### config.mk
export PLATFORM = sky130hd
export DESIGN_NAME = ibus8_master
export DESIGN_NICKNAME = d
export VERILOG_FILES = /design/src/rtl/ibus8_master.sv
export SDC_FILE = /design/constraint.sdc
export NUM_CORES = 1
export LEC_CHECK = 0
export CAP_MARGIN = 0
export CORE_MARGIN = 3
export CORE_UTILIZATION = 40
export DETAILED_ROUTE_END_ITERATION = 8
export GPL_TIMING_DRIVEN = 0
export HOLD_SLACK_MARGIN = 0.08
export PLACE_DENSITY_LB_ADDON = 0.12
export RECOVER_POWER = 50
export SYNTH_ARGS = -nofsm -noshare
export SYNTH_HDL_FRONTEND = slang
export SYNTH_SLANG_ARGS = --single-unit
### constraint.sdc
create_clock -name clk -period 1.9 [get_ports clk]
set_input_delay 0.19 -clock clk [delete_from_list [all_inputs] [get_ports clk]]
set_output_delay 0.19 -clock clk [all_outputs]
set_load 0.1 [all_outputs]
### src/rtl/ibus8_master.sv
// ibus8_master: initiator for the 8-bit internal peripheral bus.
// Sequences setup/strobe/hold around one request at a time.
module ibus8_master #(
  parameter int ADDR_W     = 8,
  parameter int CS_BITS    = 3,
  parameter int SETUP_CYC  = 1,
  parameter int STROBE_CYC = 2,
  parameter int HOLD_CYC   = 1
) (
  input  logic                      clk,
  input  logic                      rst,
  input  logic                      req,
  input  logic                      we,
  input  logic [ADDR_W-1:0]         addr,
  input  logic [7:0]                wdata,
  output logic [7:0]                rdata,
  output logic                      ack,
  output logic                      busy,
  output logic [ADDR_W-CS_BITS-1:0] bus_addr,
  output logic [(2**CS_BITS)-1:0]   en,
  output logic [7:0]                data_o,
  input  logic [7:0]                data_i,
  output logic                      wr_n,
  output logic                      rd_n
);

  localparam int N_CS = 2**CS_BITS;
  localparam int BA_W = ADDR_W - CS_BITS;

  localparam logic [7:0] SETUP_LD  = 8'(SETUP_CYC - 1);
  localparam logic [7:0] STROBE_LD = 8'(STROBE_CYC - 1);
  localparam logic [7:0] HOLD_LD   = 8'(HOLD_CYC - 1);

  generate
    if (SETUP_CYC < 1 || SETUP_CYC > 255 ||
        STROBE_CYC < 1 || STROBE_CYC > 255 ||
        HOLD_CYC < 1 || HOLD_CYC > 255 ||
        CS_BITS < 1 || ADDR_W <= CS_BITS)
    begin : g_bad_param
      $error("ibus8_master: illegal parameter value");
    end
  endgenerate

  typedef enum logic [1:0] {
    IDLE   = 2'd0,
    SETUP  = 2'd1,
    STROBE = 2'd2,
    HOLD   = 2'd3
  } state_t;

  state_t            state_q, state_d;
  logic [7:0]        cnt_q, cnt_d;
  logic              we_q, we_d;
  logic [7:0]        rdata_q, rdata_d;
  logic              ack_q, ack_d;
  logic              busy_q, busy_d;
  logic [BA_W-1:0]   ba_q, ba_d;
  logic [N_CS-1:0]   en_q, en_d;
  logic [7:0]        dout_q, dout_d;
  logic              wr_n_q, wr_n_d;
  logic              rd_n_q, rd_n_d;

  // Next-state and registered-output computation.
  always_comb begin
    state_d = state_q;
    cnt_d   = cnt_q;
    we_d    = we_q;
    rdata_d = rdata_q;
    ack_d   = 1'b0;
    ba_d    = ba_q;
    en_d    = en_q;
    dout_d  = dout_q;
    wr_n_d  = wr_n_q;
    rd_n_d  = rd_n_q;
    unique case (state_q)
      IDLE: begin
        if (req) begin
          state_d = SETUP;
          cnt_d   = SETUP_LD;
          we_d    = we;
          en_d    = N_CS'(1) << addr[ADDR_W-1 -: CS_BITS];
          ba_d    = addr[BA_W-1:0];
          dout_d  = we ? wdata : 8'h00;
        end
      end
      SETUP: begin
        if (cnt_q == 8'd0) begin
          state_d = STROBE;
          cnt_d   = STROBE_LD;
          wr_n_d  = ~we_q;
          rd_n_d  = we_q;
        end else begin
          cnt_d = cnt_q - 8'd1;
        end
      end
      STROBE: begin
        if (cnt_q == 8'd0) begin
          state_d = HOLD;
          cnt_d   = HOLD_LD;
          wr_n_d  = 1'b1;
          rd_n_d  = 1'b1;
          if (!we_q) rdata_d = data_i;
        end else begin
          cnt_d = cnt_q - 8'd1;
        end
      end
      HOLD: begin
        if (cnt_q == 8'd0) begin
          state_d = IDLE;
          cnt_d   = 8'd0;
          ack_d   = 1'b1;
          en_d    = '0;
          ba_d    = '0;
          dout_d  = 8'h00;
        end else begin
          cnt_d = cnt_q - 8'd1;
        end
      end
      default: state_d = IDLE;
    endcase
    busy_d = (state_d != IDLE);
  end

  // State and output registers; reset parks the bus idle.
  always_ff @(posedge clk or posedge rst) begin
    if (rst) begin
      state_q <= IDLE;
      cnt_q   <= 8'd0;
      we_q    <= 1'b0;
      rdata_q <= 8'h00;
      ack_q   <= 1'b0;
      busy_q  <= 1'b0;
      ba_q    <= '0;
      en_q    <= '0;
      dout_q  <= 8'h00;
      wr_n_q  <= 1'b1;
      rd_n_q  <= 1'b1;
    end else begin
      state_q <= state_d;
      cnt_q   <= cnt_d;
      we_q    <= we_d;
      rdata_q <= rdata_d;
      ack_q   <= ack_d;
      busy_q  <= busy_d;
      ba_q    <= ba_d;
      en_q    <= en_d;
      dout_q  <= dout_d;
      wr_n_q  <= wr_n_d;
      rd_n_q  <= rd_n_d;
    end
  end

  assign rdata    = rdata_q;
  assign ack      = ack_q;
  assign busy     = busy_q;
  assign bus_addr = ba_q;
  assign en       = en_q;
  assign data_o   = dout_q;
  assign wr_n     = wr_n_q;
  assign rd_n     = rd_n_q;

endmodule

==> flow_summary.ini <==
[sta]
slew_viol_final = 0
timing.fmax_mhz = 539
tns_ns = 0
fin_crit_sh_pct = 97.7
setup_slack_ns = 0.0434
hold-worst-slack_ns = 0.434
slew_headroom_pct = 22.5
min_period_ns = 1.86
tightestPinTransition_ns = 1.17
fin_skew_ns = 0.00560
rsz0062_at_grt = false
setup_viol = 0
final_hold_viol_count = 0

[setup_path]
reg2reg_to = rdata[7]
crit_chain = clkdlybuf4s15_1
r2r_setup_slack_ns = 0.08
worstSetupPathType = reg -> out
cp_max_fo = 3
critPathTopFamily = buffers and inverters
r2r_cells = 4
critPathLaunchType = flop
crit_buf_inv = 1
crit-reg2reg-launch = cnt_q[6]
crit_required_ns = 1.71
cpMaxStageDelayCell = clkdlybuf4s15_1
cp-end-kind = output pin
crit_arrival_ns = 1.67
critPathMaxStageDelay_ns = 0.82

[die]
coreArea_um2 = 4470
ios = 61
die_y_um = 75.1
die_w_um = 75.1
rows = 24
die-area_um2 = 5650
start_util_pct = 42.7

[yosys]
synth_area_um2 = 1910
synth-seq-area-share_pct = 57.7
synth_warnings = 0
postSynthRegisterBits = 44
synth_cell_types = 29
synthCells = 176
synth_top_area_share_pct = 55.0
synth_area_per_cell_um2 = 10.9
yosys-top-cells-area = dfrtp_1 55%, nand2_1 6.5%, mux2_4 6.3%
syn-num-nets = 205
yosysTopAreaCell = dfrtp_1

[global_routing]
grt_pass1_wl_mm = 7.09
grt_max_degree = 43
antenna_found_initial = 0
grt_use_total_pct = 16.6
grt_pass1_vias = 1542
grt_overflow = 0

[cts]
clock_latency_ns = 0.30
cts_root_buf = clkbuf_8
clk_pin_slew_ns = 0.08
cts_inserted_buffers = 5
cts_htree_levels = 2
cts_tree = done
clk_path_buf_depth = 2
numClockSinks = 44

[placement]
gp_congestion = 0.759
place_hpwl_mm = 3.08
pre_cts_slack_ns = -0.409
numPortBuffers = 60

[flow_run]
drv_cap = 0

[layout]
drive_gt1_share_pct = 15.2
final_util_pct = 60.6
n_antenna_cell = 0
syn_to_final_growth_pct = 41.8
final_nets = 278

[min_path]
whs_endpoint = data_o[2]
hp-start = wdata[2]
hold_path.class = in -> reg
holdPathStages = 3

[drt]
viasPerCell = 5.15
wl_mm = 4.46
route.detailed.drc = 0
num_vias = 1555
wl_per_cell_um = 14.8
initialDrtViolationCount = 95
ant_nets = 0
drt-pass1-iter-count = 4

[status]
status = finished, final reports clean
==> cells in the mapped netlist <==
| cell type | instances |
|---|---|
| inv_1 | 8 |
| and2_1 | 4 |
| buf_6 | 1 |
| ha_1 | 1 |
| mux2_4 | 8 |
| a311oi_1 | 1 |
| dfstp_2 | 2 |
| nand2b_1 | 3 |
| o22a_1 | 2 |
| nor3_1 | 3 |
| a21oi_1 | 6 |
| dfrtp_1 | 42 |
| xnor2_1 | 2 |
| clkbuf_1 | 4 |
| nor2_1 | 11 |
| a31o_2 | 1 |
| nand2_2 | 1 |
| o31ai_1 | 4 |
| nor4b_4 | 1 |
| a211o_1 | 1 |
| a22o_1 | 6 |
| buf_1 | 2 |
| nand2_1 | 33 |
| nor3b_2 | 1 |
| o22ai_1 | 1 |
| o41ai_1 | 6 |
| o21ai_0 | 15 |
| or3_1 | 1 |
| a31oi_1 | 5 |
==> flip-flops by register name, summed over array words and instances (netlist names), 2 cells and up <==
| register | count |
|---|---|
| bus_addr | 5 |
| en | 8 |
| rdata | 8 |
| state_q | 2 |
| data_o | 8 |
| cnt_q | 8 |
==> placed cells by master, fill, tap and decap left out, types with 2 or more instances in the layout <==
master           synthesis  routed
clkinv_2                 0       2
o31ai_1                  4       3
nor2_1                  11      11
clkbuf_1                 4       3
inv_1                    8       6
o22a_1                   2       2
and2_1                   4       3
dfrtp_1                 42      42
nand2b_1                 3       3
mux2_4                   8       8
dlygate4sd3_1            0       2
a21oi_1                  6       6
clkdlybuf4s50_1          0      26
nor3_1                   3       2
xnor2_1                  2       2
a22o_1                   6       6
clkbuf_2                 0       4
inv_2                    0       2
buf_4                    0       5
dlygate4sd2_1            0      30
a31oi_1                  5       4
clkbuf_8                 0       6
o21ai_0                 15      15
o41ai_1                  6       6
nand2_1                 33      33
==> final cells by class <==
class	count	area (um^2)
inverter	8	30.0
multi-input combinational	117	787
clock buffer	6	82.6
fill	388	1760
tap	52	65.1
timing repair buffer	67	603
buffer	6	30.0
clock inverter	2	10.0
sequential	44	1100
==> metal layers <==
metal	vias up	track usage (%)	share of wire, %
met5	-	0	0
met4	0	6.60	1.8
met3	9	4.94	6.8
met2	51	25.7	46
met1	731	21.8	45
li1	764	-	-
==> cells by family (layout without fill, tap and decap cells) <==
family          count (synthesis)  after routing  share of synthesized area [%]
mux                             8              8                           6.28
fa+ha+maj                       1              1                          0.654
compound gates                 48             48                           16.8
simple gates                   58             58                           14.3
buf+inv                        15             89                           3.34
flops                          44             44                           57.7
xor+xnor                        2              2                          0.916
==> worst max path at each step <==
| stage | start | endpoint | slack, ns | cells past startpoint |
|---|---|---|---|---|
| after floorplan | cnt_q[0] | rdata[0] | -0.09 | 7 |
| after detailed placement | req | data_o[7] | -0.41 | 5 |
| after CTS | cnt_q[0] | rdata[3] | 0.001 | 7 |
| after global placement | req | en[3] | -0.40 | 5 |
| final | wr_n | wr_n | 0.04 | 1 |
| after global routing | wr_n | wr_n | 0.001 | 1 |
==> through the flow <==
step	instances	cell area, um^2
after floorplan	176	1910
after global placement	288	2580
after detailed placement	289	2600
after CTS	302	2720
after global routing	302	2710
final	302	2710
==> what timing repair did <==
action | CTS | global route
resized for setup | 42 | 9
pin swaps | 1 | 0
hold endpoints to repair | 2 | 0
setup buffers | 4 | 1
endpoints found under the setup margin | 62 | 26
hold buffers | 1 | 0
Power is left out: the tool's default activity adds up to more than one toggle a clock period on the data nets, which glitch-free logic cannot reach.
==> patch (config.mk and constraints unchanged) <==
`dout_q` no longer has a reset.
--- a/src/rtl/ibus8_master.sv
+++ b/src/rtl/ibus8_master.sv
@@ -132,7 +132,6 @@
       busy_q  <= 1'b0;
       ba_q    <= '0;
       en_q    <= '0;
-      dout_q  <= 8'h00;
       wr_n_q  <= 1'b1;
       rd_n_q  <= 1'b1;
     end else begin
@@ -144,10 +143,13 @@
       busy_q  <= busy_d;
       ba_q    <= ba_d;
       en_q    <= en_d;
-      dout_q  <= dout_d;
       wr_n_q  <= wr_n_d;
       rd_n_q  <= rd_n_d;
     end
+  end
+
+  always_ff @(posedge clk) begin
+    dout_q <= dout_d;
   end
 
   assign rdata    = rdata_q;
Check against the original RTL: not equivalent (a bounded check fails within 4 cycles, from zero or initial values and one cycle with rst high).
==> patch against the unedited design <==
Cell area rose by 1.3%; wire length up 6.4%; core utilization rose by 0.81 points; worst setup slack got worse by 0.020 ns; area after synthesis fell by 0.59%; register-to-register slack got worse by 0.06 ns; first-iteration DRC count fell by 31%; sequential cell count unchanged.
Power is not shown: default switching activity piles up to over one toggle a cycle in this logic, so the estimate is an artifact.
==> patch: results (changes against the unedited design) <==
----------------------------------------------------
[Global routing]
  Global-route met1 utilization ... 0.225 (was 0.218)
  Met2 Use GR ... 0.296 (was 0.257)
  Met3 capacity usage during global routing ... 0.0534 (was 0.0494)
  Overall Global Routing Usage ... 0.180 (was 0.166)

[Layout]
  Final layout net count ... 270 (was 278)
  Filler Cell Count ... 359 (was 388)
  Inverters ... 5 (was 8)
  Clock tree cell share of total cell area ... 0.0392 (was 0.0341)
  Layout cell share with drive strength beyond 1 ... 0.178 (was 0.152)
  Final core utilization ... 0.614 (was 0.606)
  Multi-input logic portion of the cell area ... 0.266 (was 0.290)
  Number of signal-net buffers in the layout ... 78 (was 73)
  Share of final layout cell area taken by non-clock buffers ... 0.246 (was 0.234)

[Routing]
  Detailed route wirelength on metal3 ... 310 µm (was 305 µm)
  Via count ... 1580 (was 1555)
  Post-detailed-routing wire length ... 4750 µm (was 4460 µm)
  Drt first-iter violations ... 66 (was 95)

[Status]
  Result of the run ... complete, no violations (unchanged)

[Place]
  Final weighted congestion in routability-driven placement ... 0.786 (was 0.759)
  Number of placed instances, taps included ... 276 (was 289)

[Setup path]
  Standard cell with the maximum stage delay on the critical path ... sky130_fd_sc_hd__or4_4 (was sky130_fd_sc_hd__clkdlybuf4s15_1)
  Maximum net fanout on the critical path ... 8 (was 3)
  CP top delay family ... simple AND/OR/NAND/NOR gates (was buffers and inverters)
  Arr. time, crit path ... 2.07 ns (was 1.67 ns)
  Delay of the slowest cell on the worst path ... 0.60 ns (was 0.82 ns)

[Synthesis]
  Async S/R FF share, synth ... 0.818 (was 1.00)
  Avg Synthesized Cell Area ... 11.6 µm² (was 10.9 µm²)
  Number of synthesized flops with an enable pin ... 8 (was 0)
  Distinct cell type count after synthesis ... 38 (was 29)
  Sequential element share of the synthesized area ... 0.602 (was 0.577)

[Worst hold path]
  HP Start ... addr[1] (was wdata[2])

[STA]
  Pin slew with the least headroom to its limit ... 1.35 ns (was 1.17 ns)
  Worst Skew ... 0.00481 ns (was 0.00560 ns)

----------------------------------------------------
==> patch: cell count changes in the layout (fill, tap and decap cells not counted), moves of 6 or more <==
| cell | before | now |
|---|---|---|
| sky130_fd_sc_hd__and3_1 | 0 | 10 |
| sky130_fd_sc_hd__edfxtp_1 | 0 | 8 |
| sky130_fd_sc_hd__o41ai_1 | 6 | 0 |
| sky130_fd_sc_hd__dfrtp_1 | 42 | 33 |
| sky130_fd_sc_hd__mux2_2 | 0 | 9 |
| sky130_fd_sc_hd__nand2_1 | 33 | 19 |
| sky130_fd_sc_hd__mux2_4 | 8 | 1 |
| sky130_fd_sc_hd__buf_4 | 5 | 11 |
==> patch: cell families (layout without fill, tap and decap cells) <==
family / after synthesis / count (layout) / share of synthesized area
adder cells (fa/ha/maj): 1 / 1 / 0.00658
AO/OA/AOI/OAI: 33 / 33 / 0.122
buffers and inverters: 14 / 91 / 0.0290
AND/OR/NAND/NOR: 60 / 61 / 0.172
XOR/XNOR: 2 / 2 / 0.00922
flip-flops: 44 / 44 / 0.602
multiplexers: 10 / 10 / 0.0593
==> patch: worst paths after layout <==
kind / endpoint / cells past startpoint / slack (ns)
max in group asynchronous: cnt_q[3] / 2 / 0.31
min in group asynchronous: en[3] / 2 / 0.70
hold reg to reg: en[4] / 1 / 0.50
hold / removal: bus_addr[1] / 3 / 0.43
setup reg to reg: rdata[7] / 4 / 0.02
setup / recovery: rdata[7] / 4 / 0.02
==> patch: what timing repair did <==
item,4_1_cts,5_1_grt
buffers inserted,11,1
gates resized for setup,41,8
endpoints found under the setup margin,65,37
pin swaps,5,4
gates cloned,1,0
==> patch: worst register-to-register path: cells and delay by family, from the launching register on <==
| kind | cells | cell delay (ns) |
|---|---|---|
| mux | 1 | 0.34 |
| flops | 1 | 0.38 |
| simple gates | 3 | 1.04 |
